### src/rtl/fetch_ctrl_pkg.sv
// Shared encodings for the fetch controller: FSM states and the fetch
// next-PC select values.
package fetch_ctrl_pkg;

  typedef enum logic [1:0] {
    IDLE = 2'd0,
    REQ  = 2'd1,
    HOLD = 2'd2
  } fetch_state_e;

  localparam logic PC_SELECT_INC    = 1'b0;
  localparam logic PC_SELECT_TARGET = 1'b1;

endpackage

### src/rtl/fetch_controller.sv
// Sequences fetch PC against a single-outstanding instruction memory and hands
// instructions to decode over valid/ready; fetch is steered only via PC select.
module fetch_controller
  import fetch_ctrl_pkg::*;
#(
  parameter int unsigned ADDRESS_BITS = 16,
  parameter int unsigned DATA_WIDTH   = 32
) (
  input  logic                    clock,
  input  logic                    reset,
  input  logic [ADDRESS_BITS-1:0] PC,
  output logic                    next_PC_select,
  output logic [ADDRESS_BITS-1:0] target_PC,
  output logic                    imem_req,
  output logic [ADDRESS_BITS-1:0] imem_addr,
  input  logic                    imem_ack,
  input  logic [DATA_WIDTH-1:0]   imem_rdata,
  output logic                    inst_valid,
  output logic [DATA_WIDTH-1:0]   inst,
  output logic [ADDRESS_BITS-1:0] inst_PC,
  input  logic                    decode_ready,
  input  logic                    redirect_valid,
  input  logic [ADDRESS_BITS-1:0] redirect_PC
);

  fetch_state_e            state_q, state_d;
  logic [DATA_WIDTH-1:0]   inst_q, inst_d;
  logic [ADDRESS_BITS-1:0] inst_PC_q, inst_PC_d;
  logic                    inst_valid_q, inst_valid_d;
  logic                    pend_redirect_q, pend_redirect_d;
  logic [ADDRESS_BITS-1:0] pend_PC_q, pend_PC_d;

  logic                    redirect_any;
  logic [ADDRESS_BITS-1:0] redirect_target;

  // A redirect arriving this cycle takes priority over one parked earlier.
  assign redirect_any    = redirect_valid | pend_redirect_q;
  assign redirect_target = redirect_valid ? redirect_PC : pend_PC_q;

  always_ff @(posedge clock) begin
    if (reset) begin
      state_q         <= IDLE;
      inst_q          <= '0;
      inst_PC_q       <= '0;
      inst_valid_q    <= 1'b0;
      pend_redirect_q <= 1'b0;
      pend_PC_q       <= '0;
    end else begin
      state_q         <= state_d;
      inst_q          <= inst_d;
      inst_PC_q       <= inst_PC_d;
      inst_valid_q    <= inst_valid_d;
      pend_redirect_q <= pend_redirect_d;
      pend_PC_q       <= pend_PC_d;
    end
  end

  always_comb begin
    state_d         = state_q;
    inst_d          = inst_q;
    inst_PC_d       = inst_PC_q;
    inst_valid_d    = inst_valid_q;
    pend_redirect_d = pend_redirect_q;
    pend_PC_d       = pend_PC_q;
    next_PC_select  = PC_SELECT_TARGET;
    target_PC       = PC;
    imem_req        = 1'b0;
    imem_addr       = PC;

    case (state_q)
      IDLE: begin
        if (redirect_any) begin
          target_PC       = redirect_target;
          pend_redirect_d = 1'b0;
        end
        state_d = REQ;
      end

      REQ: begin
        imem_req = 1'b1;
        if (imem_ack) begin
          if (redirect_any) begin
            // Returned data belongs to the squashed path; drop it.
            target_PC       = redirect_target;
            pend_redirect_d = 1'b0;
            state_d         = IDLE;
          end else begin
            inst_d         = imem_rdata;
            inst_PC_d      = PC;
            inst_valid_d   = 1'b1;
            next_PC_select = PC_SELECT_INC;
            state_d        = HOLD;
          end
        end else if (redirect_valid) begin
          pend_redirect_d = 1'b1;
          pend_PC_d       = redirect_PC;
        end
      end

      HOLD: begin
        if (redirect_valid) begin
          inst_valid_d    = 1'b0;
          target_PC       = redirect_target;
          pend_redirect_d = 1'b0;
          state_d         = IDLE;
        end else if (inst_valid_q && decode_ready) begin
          inst_valid_d = 1'b0;
          state_d      = REQ;
        end
      end

      default: state_d = IDLE;
    endcase
  end

  assign inst_valid = inst_valid_q;
  assign inst       = inst_q;
  assign inst_PC    = inst_PC_q;

endmodule

### config.mk
export PLATFORM = sky130hd
export DESIGN_NAME = fetch_controller
export DESIGN_NICKNAME = d
export VERILOG_FILES = /design/src/rtl/fetch_ctrl_pkg.sv /design/src/rtl/fetch_controller.sv
export SDC_FILE = /design/constraint.sdc
export NUM_CORES = 1
export LEC_CHECK = 0
export ABC_AREA = 0
export BUFFER_PORTS_ARGS = -buffer_cell sky130_fd_sc_hd__clkbuf_2
export CAP_MARGIN = 40
export CORE_MARGIN = 2
export CORE_UTILIZATION = 36
export CTS_CLUSTER_DIAMETER = 50
export DETAILED_ROUTE_END_ITERATION = 8
export GPL_ROUTABILITY_DRIVEN = 0
export PLACE_DENSITY = 0.76
export RECOVER_POWER = 100
export SETUP_SLACK_MARGIN = 0.15
export SLEW_MARGIN = 20
export SYNTH_ARGS = -nofsm -noshare
export SYNTH_HDL_FRONTEND = slang
export SYNTH_SLANG_ARGS = --single-unit
### constraint.sdc
create_clock -name clock -period 2.1 [get_ports clock]
set_input_delay 0.42 -clock clock [delete_from_list [all_inputs] [get_ports clock]]
set_output_delay 0.42 -clock clock [all_outputs]
set_load 0.01 [all_outputs]
==> results of run 1 <==
==> worst min-delay path, delay by kind of cell <==
| kind | cells | cell delay [ps] |
|---|---|---|
| AO/OA/AOI/OAI | 1 | 50 |
| AND/OR/NAND/NOR | 1 | 40 |
| buffers and inverters | 1 | 80 |
==> synthesized netlist by cell type (all sizes together) (2+ instances only) <==
library cell  count
a21o             14
nand2b            2
o211ai            7
nor3b             3
a22oi             2
o21ai            12
buf              37
nor2             13
nand3            17
nand2           113
dfxtp            68
nor2b             3
nand3b            4
ha                4
a221o             4
a211oi            8
inv               8
a21oi            70
mux2i            14
nor4              2
clkbuf           11
==> sequential cells by signal, indices dropped and copies added, names as in the netlist <==
signal	flops
pend_redirect_q	1
inst_PC	16
pend_PC_q	16
state_q	2
inst_valid	1
inst	32
==> logic make-up (layout without fill, tap and decap cells) <==
group | Yosys count | count (layout) | synth area share
flip-flops | 68 | 68 | 0.409
adder cells (fa/ha/maj) | 4 | 4 | 0.0150
AO/OA/AOI/OAI | 120 | 120 | 0.224
AND/OR/NAND/NOR | 160 | 160 | 0.210
multiplexers | 14 | 14 | 0.0421
buffers and inverters | 56 | 213 | 0.100
==> power by group through the flow <==
stage | clock network, W | registers (W) | logic (W)
6_report | 0.000980 | 0.00140 | 0.000921
5_1_grt | 0.00107 | 0.00141 | 0.00100
4_1_cts | 0.00102 | 0.00140 | 0.000947
3_5_place_dp | 0 | 0.00143 | 0.000869
3_3_place_gp | 0 | 0.00142 | 0.000848
2_1_floorplan | 0 | 0.00144 | 0.000522
==> metal layers <==
| metal | vias to the layer above | track usage |
|---|---|---|
| met5 | - | 0 |
| met4 | 0 | 0.0854 |
| met3 | 20 | 0.0341 |
| met2 | 130 | 0.337 |
| met1 | 1578 | 0.239 |
| li1 | 1724 | - |
==> metrics by stage <==
| step | cells | setup slack, ps | TNS [ps] | util |
|---|---|---|---|---|
| after floorplan | 422 | 153 | 0 | - |
| after global placement | 666 | 24.0 | 0 | 0.459 |
| after detailed placement | 666 | -29.5 | -60.2 | 0.459 |
| after CTS | 689 | -314 | -3770 | 0.496 |
| after global routing | 690 | -382 | -5780 | 0.483 |
| final | 690 | -307 | -4240 | 0.483 |
==> layout make-up <==
type / count / area [um2] / share of cell area
well taps: 111 / 139 / 0.0316
clock inverters: 7 / 52.6 / 0.0119
clock buffers: 9 / 124 / 0.0281
flip-flops and latches: 68 / 1370 / 0.311
repair buffers: 189 / 961 / 0.218
multi-input cells: 298 / 1720 / 0.391
inverters: 8 / 35.0 / 0.00796
==> worst min-delay path by stage <==
stage,from,endpoint,slack [ps]
floorplan,pend_PC_q[6]$_SDFFE_PP0P_,pend_PC_q[6]$_SDFFE_PP0P_,440
global placement,inst[19]$_SDFFE_PP0P_,inst[19]$_SDFFE_PP0P_,440
detailed placement,inst_PC[0]$_SDFFE_PP0P_,inst_PC[0]$_SDFFE_PP0P_,450
CTS,imem_rdata[19],inst[19]$_SDFFE_PP0P_,270
global route,imem_rdata[28],inst[28]$_SDFFE_PP0P_,280
finish,imem_rdata[19],inst[19]$_SDFFE_PP0P_,280
==> repair_timing <==
action                                  in CTS  in global routing
pin swaps                                    9                  4
buffers inserted                             6                  1
cloned                                       1                  0
endpoints found under the setup margin      16                 21
resized for setup                           30                 14
==> flow_metrics.py, run 1 <==
metrics = {
    "run_status": {
        "status": "finished, violations left",
        "violations": "negative setup slack",
    },
    "job": {
        "maxCapViolCount": 0,
    },
    "critical_path": {
        "critPathLaunch": "state_q[0]$_SDFFE_PP0P_",
        "critPathKind": "reg2out",
        "path_cells": "inv_4, ha_4, nand2b_4, a211oi_4, buf_6, a211oi_1, a221o_1, buf_2",
        "crit_slowest_cell": "dfxtp_4",
        "worstPathMaxFanout": 5,
        "reg2reg_depth": 9,
        "cp.arrival_ps": 1990,
        "cp-start-kind": "flip-flop",
        "r2r-end": "pend_PC_q[9]$_SDFFE_PP0P_",
        "slowest_delay_ps": 400,
        "critPathCapture": "target_PC[9]",
        "path_buf_inv": 3,
        "reg2reg_from": "state_q[1]$_SDFFE_PP0P_",
        "cp-end-kind": "output pin",
        "crit_family": "compound AO/OA/AOI/OAI gates",
        "reg2reg_slack_ps": 80,
        "crit_required_ps": 1680,
        "worst-path-stages": 8,
    },
    "die": {
        "start_util": 0.366,
        "ioPinCount": 152,
        "die_x_um": 100,
        "num_rows": 35,
        "die-area_um2": 10000,
        "dieHeight_um": 100,
        "core_area_um2": 9110,
    },
    "route": {
        "ant_nets": 0,
        "detail_route.wl_per_cell_um": 14.5,
        "met2_length_um": 5030,
        "met1Wirelength_um": 4240,
        "first_pass_iters": 4,
        "routed-wl-met3_um": 570,
        "drc": 0,
        "maxUsedRoutingLayer": "met4",
        "num_vias": 3452,
        "wirelength_um": 10000,
        "drtIter0Drc": 99,
        "vias_per_cell": 5.00,
    },
    "global_routing": {
        "grt_pass1_vias": 3302,
        "grt_pass1_wl_um": 15600,
        "grt_usage": 0.196,
        "grt_max_degree": 38,
        "overflow": 0,
        "antenna_found_initial": 0,
    },
    "cts": {
        "cts_buffer_depth": 2,
        "cts.sinks": 68,
        "ctsHtreeMaxLevel": 3,
        "cts_hold_buf": 0,
        "cts_root_buf": "clkbuf_8",
        "cts_tree": "yes",
        "cts_made_buffers": 9,
        "cts.clk_slew.worst_paths_ps": 90,
        "clk_latency_ps": 340,
    },
    "sta": {
        "hold_viol": 0,
        "setup_ws_ps": -307,
        "fin_skew_ps": 11.8,
        "setup_viol": 16,
        "hold_ws_ps": 283,
        "worst_slew_pin_slew_ps": 672,
        "timing.fmax_mhz": 415,
        "slew_viol_final": 0,
        "period_minus_slack_ps": 2410,
        "slew_headroom": 0.552,
        "finalCritPeriodShare": 1.15,
        "rsz0062_at_grt": "yes",
    },
    "cells_and_area": {
        "drive_above_1_share": 0.282,
        "mostFrequentLayoutCell": "nand2_1",
        "n_fill_cell": 925,
        "area_growth_pct": 32.2,
        "nets": 647,
        "n_antenna_cell": 0,
        "finalInstanceArea_um2": 4400,
        "mostFrequentLayoutCells": "112 x nand2_1, 80 x clkbuf_2, 71 x clkbuf_1, 66 x dfxtp_1, 64 x a21oi_1",
    },
    "synthesis": {
        "ys_warn_count": 0,
        "yosys-top-cells-area": "dfxtp_1 41%, nand2_1 13%, a21oi_1 10%",
        "synth_ff_type": "dfxtp_1",
        "syn_nets": 495,
        "synth-seq-cells": 68,
        "synthArstFlopShare": 0,
        "synth.distinct_cells": 36,
        "synth_edf_count": 0,
        "netlist_instances": 422,
        "synth_area_um2": 3330,
        "yosysTopAreaCell": "dfxtp_1",
        "yosysTopAreaCellShare": 0.409,
        "syn_area_per_cell_um2": 7.89,
        "synth-seq-area-share": 0.409,
    },
    "pwr": {
        "p_comb_frac": 0.279,
        "power.clock.fraction": 0.297,
        "p_leak_nw": 1.81,
        "cellPowerDensity_nw_per_um2": 751,
        "swShare": 0.334,
        "p_int_w": 0.00220,
        "power_w": 0.00330,
        "sequentialPowerShare": 0.425,
        "net-switching-power_w": 0.00110,
        "vdd_ir_drop_max_v": 0.000344,
    },
    "worst_hold_path": {
        "min_path_type": "in2reg",
        "hold_path_depth": 3,
    },
    "placed_design": {
        "io_buffers": 151,
        "postPlaceCellArea_um2": 4180,
        "hpwl_um": 7260,
    },
}
No activity file was read; power rests on OpenSTA's default activity.
==> run 2, diff against run 1 <==
--- a/config.mk
+++ b/config.mk
@@ -5,15 +5,15 @@
 export SDC_FILE = /design/constraint.sdc
 export NUM_CORES = 1
 export LEC_CHECK = 0
-export ABC_AREA = 0
-export BUFFER_PORTS_ARGS = -buffer_cell sky130_fd_sc_hd__clkbuf_2
+export ABC_AREA = 1
+export BUFFER_PORTS_ARGS = -buffer_cell sky130_fd_sc_hd__buf_4
 export CAP_MARGIN = 40
 export CORE_MARGIN = 2
 export CORE_UTILIZATION = 36
 export CTS_CLUSTER_DIAMETER = 50
 export DETAILED_ROUTE_END_ITERATION = 8
 export GPL_ROUTABILITY_DRIVEN = 0
-export PLACE_DENSITY = 0.76
+export PLACE_DENSITY = 0.75
 export RECOVER_POWER = 100
 export SETUP_SLACK_MARGIN = 0.15
 export SLEW_MARGIN = 20
==> run 2 against run 1 <==
Final cell count rose by 8.1%; critical path depth did not move; non-clock buffer count fell by 15; critical endpoint is now target_PC[12]; the run still ends with negative setup slack left; setup slack improved by 250 ps; combinational power rose to 2.9 times the previous value; sequential power rose by 14%; largest cell class unchanged; sequential share of layout area fell by 2.4 points; clock power rose by 11%; die area rose by 2.2%; power rose by 62%; largest power group is now combinational logic.
==> flow_metrics.py, run 2 <==
metrics = {
    "global_routing": {
        "antenna_found_initial": 0,
        "grt_pass1_wl_um": 17000,
        "overflow": 0,
        "grt_max_degree": 51,
        "grt_pass1_vias": 3554,
        "grt_usage": 0.208,
    },
    "sta": {
        "timing.fmax_mhz": 463,
        "setup_ws_ps": -58.4,
        "finalCritPeriodShare": 1.03,
        "slew_viol_final": 0,
        "worst_slew_pin_slew_ps": 590,
        "fin_skew_ps": 9.83,
        "setup_viol": 13,
        "slew_headroom": 0.606,
        "hold_viol": 0,
        "rsz0062_at_grt": "yes",
        "period_minus_slack_ps": 2160,
    },
    "cells_and_area": {
        "mostFrequentLayoutCell": "nand2_1",
        "final-seq-area_um2": 1370,
        "finalInstanceArea_um2": 4760,
        "area_growth_pct": 39.9,
        "drive_above_1_share": 0.260,
        "instances_no_fill": 746,
        "nets": 703,
        "mostFrequentLayoutCells": "136 x nand2_1, 96 x buf_4, 72 x a21oi_1, 66 x dfxtp_1, 64 x clkbuf_1",
        "n_fill_cell": 927,
        "n_antenna_cell": 0,
        "multi_input_area_um2": 1830,
        "largest_reg_flops": 32,
    },
    "synthesis": {
        "yosys-top-cells-count": "146 x nand2_1, 75 x a21oi_1, 68 x dfxtp_1, 50 x nand3_1, 30 x o21ai_0",
        "yosysMostFrequentCell": "nand2_1",
        "synth-seq-area-share": 0.400,
        "synth_area_um2": 3410,
        "yosys-top-cells-area": "dfxtp_1 40%, nand2_1 16%, a21oi_1 11%",
        "synth.distinct_cells": 23,
        "syn_area_per_cell_um2": 6.89,
        "yosysTopAreaCellShare": 0.400,
        "synthArstFlopShare": 0,
        "netlist_instances": 494,
        "syn_nets": 567,
        "yosysTopAreaCell": "dfxtp_1",
        "synth_ff_type": "dfxtp_1",
        "synth_edf_count": 0,
        "ys_warn_count": 0,
        "synth-seq-cells": 68,
    },
    "critical_path": {
        "cp-start-kind": "flip-flop",
        "critPathLaunch": "state_q[0]$_SDFFE_PP0P_",
        "cp.arrival_ps": 1740,
        "critPathKind": "reg2out",
        "cp-end-kind": "output pin",
        "reg2reg_from": "state_q[1]$_SDFFE_PP0P_",
        "crit_required_ps": 1680,
        "worstPathMaxFanout": 11,
    },
    "cts": {
        "cts_tree": "yes",
        "ctsHtreeMaxLevel": 3,
        "cts_hold_buf": 0,
        "cts_buffer_depth": 2,
        "cts_root_buf": "clkbuf_8",
        "cts.clk_slew.worst_paths_ps": 90,
        "cts_made_buffers": 9,
        "cts.sinks": 68,
        "clk_latency_ps": 340,
    },
    "placed_design": {
        "placed_cells_incl_taps": 720,
        "postPlaceCellArea_um2": 4480,
        "io_buffers": 151,
        "dpl_worst_slack_ps": 66.1,
        "hpwl_um": 7620,
    },
    "route": {
        "first_pass_iters": 4,
        "wirelength_um": 11200,
        "drtIter0Drc": 175,
        "detail_route.wl_per_cell_um": 15.0,
        "num_vias": 3846,
        "ant_nets": 0,
        "vias_per_cell": 5.16,
        "drc": 0,
    },
    "die": {
        "num_rows": 35,
        "core_area_um2": 9200,
        "die-area_um2": 10300,
        "die_x_um": 101,
        "start_util": 0.370,
        "dieHeight_um": 101,
        "ioPinCount": 152,
    },
    "pwr": {
        "p_leak_nw": 2.02,
        "vdd_ir_drop_max_v": 0.000605,
        "cellPowerDensity_nw_per_um2": 1120,
        "power_w": 0.00535,
    },
    "run_status": {
        "violations": "negative setup slack",
        "status": "finished, violations left",
    },
    "worst_hold_path": {
        "min_path_type": "in2reg",
        "hold_path.startpoint": "imem_rdata[11]",
    },
    "job": {
        "maxCapViolCount": 0,
    },
}
run 2: changes by cell type after synthesis, moves of 5 or more:
cell and change:
o21bai_1 +7, inv_1 +14, o21ai_0 +18, o22ai_1 +7, a211oi_1 -7, nor2_1 +13, nand2_1 +33, a21o_1 -14
a21oi_1 +6, nand3_1 +33, mux2i_1 -14, a31oi_1 +5
run 2: critical path: stages, from the launching register on:
cell     delay, ps
dfxtp_4        370
inv_4           60
ha_2           220
inv_1           80
buf_4          180
o22ai_2        200
nand2_1         70
nand2_1        100
buf_6          110
run 2: path summary, 6_finish.rpt:
kind / to / slack (ps) / depth (start not counted)
worst max-delay path: target_PC[12] / -60 / 8
worst min-delay path: inst[11]$_SDFFE_PP0P_ / 340 / 3
worst max register to register: pend_PC_q[14]$_SDFFE_PP0P_ / 250 / 9
worst min register to register: inst_PC[3]$_SDFFE_PP0P_ / 460 / 2
run 2: through the flow:
stage               hold slack [ps]  TNS [ps]  utilization
finish                          339      -305        0.518
CTS                             333      -444        0.527
global route                    333     -1690        0.518
detailed placement              456         0        0.488
global placement                449         0        0.488
floorplan                       455         0            -
run 2: final cells by class:
type,count,area share
clock inverter,7,0.0158
multi-input combinational,354,0.384
sequential,68,0.287
inverter,23,0.0223
timing repair buffer,174,0.235
clock buffer,9,0.0260
tap,111,0.0292
run 2: power by group:
part           leakage [nW]  switching [W]  total, W  internal (W)
logic                  1.37        0.00148   0.00265       0.00117
clock network        0.0918       0.000543   0.00109      0.000552
registers             0.553       0.000117   0.00160       0.00149
run 2: cell families after synthesis:
logic type / count (synthesis) / synth area share
buf+inv: 72 / 0.112
fa+ha+maj: 4 / 0.0147
flops: 68 / 0.400
simple gates: 225 / 0.279
compound gates: 125 / 0.194
run 2: what timing repair did:
item,CTS,global route
pin swaps,7,15
resized for setup,41,38
setup buffers,4,6
endpoints found under the setup margin,17,20
run 2: routing by layer:
| metal | up-vias | global-route usage | share of wire |
|---|---|---|---|
| met5 | - | 0 | 0 |
| met4 | 0 | 0.0925 | 0.034 |
| met3 | 28 | 0.0462 | 0.063 |
| met2 | 141 | 0.338 | 0.48 |
| met1 | 1792 | 0.264 | 0.42 |
| li1 | 1885 | - | - |
==> run 3, diff against run 2 <==
--- a/config.mk
+++ b/config.mk
@@ -13,6 +13,7 @@
 export CTS_CLUSTER_DIAMETER = 50
 export DETAILED_ROUTE_END_ITERATION = 8
 export GPL_ROUTABILITY_DRIVEN = 0
+export MAX_ROUTING_LAYER = met4
 export PLACE_DENSITY = 0.75
 export RECOVER_POWER = 100
 export SETUP_SLACK_MARGIN = 0.15
==> run 3 against run 2 <==
The run still ends with negative setup slack left; clock power about the same; worst hold slack improved by 1.7 ps; flip-flop and latch count stayed put; setup slack improved by 2.1 ps; clock-buffer cell count unchanged; utilization unchanged; non-clock buffer count unchanged; critical path depth stayed put; via count fell by 0.29%; power hardly changed; cell area is the same; critical path type unchanged.
==> flow_metrics.py, run 3 (synthesis results as in run 2) <==
metrics = {
    "pwr": {
        "p_comb_frac": 0.496,
        "vdd_ir_drop_max_v": 0.000604,
        "power_w": 0.00535,
        "swShare": 0.400,
        "p_int_w": 0.00321,
        "net-switching-power_w": 0.00214,
        "sequentialPowerShare": 0.300,
        "p_leak_nw": 2.02,
        "power.clock.fraction": 0.205,
        "cellPowerDensity_nw_per_um2": 1120,
    },
    "sta": {
        "period_minus_slack_ps": 2160,
        "tns_ps": -285,
        "slew_headroom": 0.608,
        "finalCritPeriodShare": 1.03,
        "worst_slew_pin_slew_ps": 588,
        "timing.fmax_mhz": 464,
        "setup_viol": 12,
        "fin_skew_ps": 9.07,
        "rsz0062_at_grt": "yes",
        "hold_viol": 0,
        "setup_ws_ps": -56.3,
        "slew_viol_final": 0,
    },
    "critical_path": {
        "crit_required_ps": 1680,
        "cp-end-kind": "output pin",
        "reg2reg_depth": 9,
        "cp-start-kind": "flip-flop",
        "critPathLaunch": "state_q[0]$_SDFFE_PP0P_",
        "critPathKind": "reg2out",
        "critPathCapture": "target_PC[12]",
        "reg2reg_slack_ps": 240,
        "worstPathMaxFanout": 11,
        "cp.arrival_ps": 1740,
        "r2r-end": "pend_PC_q[14]$_SDFFE_PP0P_",
        "reg2reg_from": "state_q[1]$_SDFFE_PP0P_",
    },
    "run_status": {
        "status": "finished, violations left",
        "violations": "negative setup slack",
    },
    "placed_design": {
        "hpwl_um": 7620,
        "postPlaceCellArea_um2": 4480,
        "io_buffers": 151,
    },
    "die": {
        "num_rows": 35,
        "die-area_um2": 10300,
        "die_x_um": 101,
        "core_area_um2": 9200,
        "ioPinCount": 152,
        "dieHeight_um": 101,
        "start_util": 0.370,
    },
    "global_routing": {
        "grt_pass1_vias": 3551,
        "grt_usage": 0.214,
        "grt_max_degree": 51,
        "antenna_found_initial": 0,
        "grt_pass1_wl_um": 17000,
        "overflow": 0,
    },
    "route": {
        "drtIter0Drc": 178,
        "drc": 0,
        "first_pass_iters": 5,
        "vias_per_cell": 5.14,
        "wirelength_um": 11200,
        "num_vias": 3835,
        "detail_route.wl_per_cell_um": 15.0,
        "ant_nets": 0,
    },
    "cells_and_area": {
        "utilization": 0.518,
        "mostFrequentLayoutCells": "136 x nand2_1, 96 x buf_4, 72 x a21oi_1, 66 x dfxtp_1, 64 x clkbuf_1",
        "mostFrequentLayoutCell": "nand2_1",
        "nets": 703,
        "area_growth_pct": 39.9,
        "n_antenna_cell": 0,
        "largest_reg_flops": 32,
        "drive_above_1_share": 0.260,
        "finalInstanceArea_um2": 4760,
    },
    "cts": {
        "cts_hold_buf": 0,
        "ctsHtreeMaxLevel": 3,
        "cts.clk_slew.worst_paths_ps": 80,
        "clk_latency_ps": 340,
        "cts_tree": "yes",
        "cts.sinks": 68,
        "cts_buffer_depth": 2,
        "cts_made_buffers": 9,
        "cts_root_buf": "clkbuf_8",
    },
    "worst_hold_path": {
        "min_path_type": "in2reg",
    },
    "job": {
        "maxCapViolCount": 0,
    },
}
run 3: critical path, cell delays in order, from the launching register on:
cell and delay [ps]:
dfxtp_4 370, inv_4 60, ha_2 220, inv_1 80, buf_4 180, o22ai_2 200
nand2_1 70, nand2_1 100, buf_6 110
run 3: through the flow:
stage                     cells  hold slack, ps  setup slack [ps]
after floorplan             494             455               292
after global placement      720             449               124
after detailed placement    720             456              66.1
after CTS                   740             333             -52.2
after global routing        746             336              -135
final                       746             341             -56.3
run 3: worst min-delay path by stage:
stage / startpoint / endpoint / slack [ps] / depth (start not counted)
CTS: imem_rdata[11] / inst[11]$_SDFFE_PP0P_ / 330 / 3
global route: imem_rdata[11] / inst[11]$_SDFFE_PP0P_ / 340 / 3
floorplan: pend_redirect_q$_SDFFE_PP0P_ / pend_redirect_q$_SDFFE_PP0P_ / 460 / 2
finish: imem_rdata[11] / inst[11]$_SDFFE_PP0P_ / 340 / 3
global placement: inst[28]$_SDFFE_PP0P_ / inst[28]$_SDFFE_PP0P_ / 450 / 2
detailed placement: inst_PC[1]$_SDFFE_PP0P_ / inst_PC[1]$_SDFFE_PP0P_ / 460 / 2
run 3: final cells by class:
type	instances	area, um2
clock buffers	9	124
clock inverters	7	75.1
fillers	927	4430
inverters	23	106
multi-input cells	354	1830
flip-flops and latches	68	1370
well taps	111	139
repair buffers	174	1120
run 3: layer usage:
layer,global-route usage,share of wire,vias to the layer above
met3,0.0352,0.058,24
met1,0.269,0.43,1793
met5,-,0,-
met2,0.338,0.48,131
li1,-,-,1887
met4,0.0956,0.031,0
run 3: what timing repair did:
action                                 in CTS  in global routing
gates resized for setup                    41                 38
setup endpoints to repair                  17                 20
gates cloned                                0                  0
endpoints found under the hold margin       0                  0
pin swaps                                   7                 15
buffers inserted                            4                  6
run 3: power by group through the flow:
stage,sequential (W),combinational [W],clock [W]
2_1_floorplan,0.00162,0.00130,0
3_3_place_gp,0.00159,0.00212,0
3_5_place_dp,0.00160,0.00216,0
4_1_cts,0.00160,0.00241,0.00111
5_1_grt,0.00162,0.00289,0.00117
6_report,0.00160,0.00265,0.00109
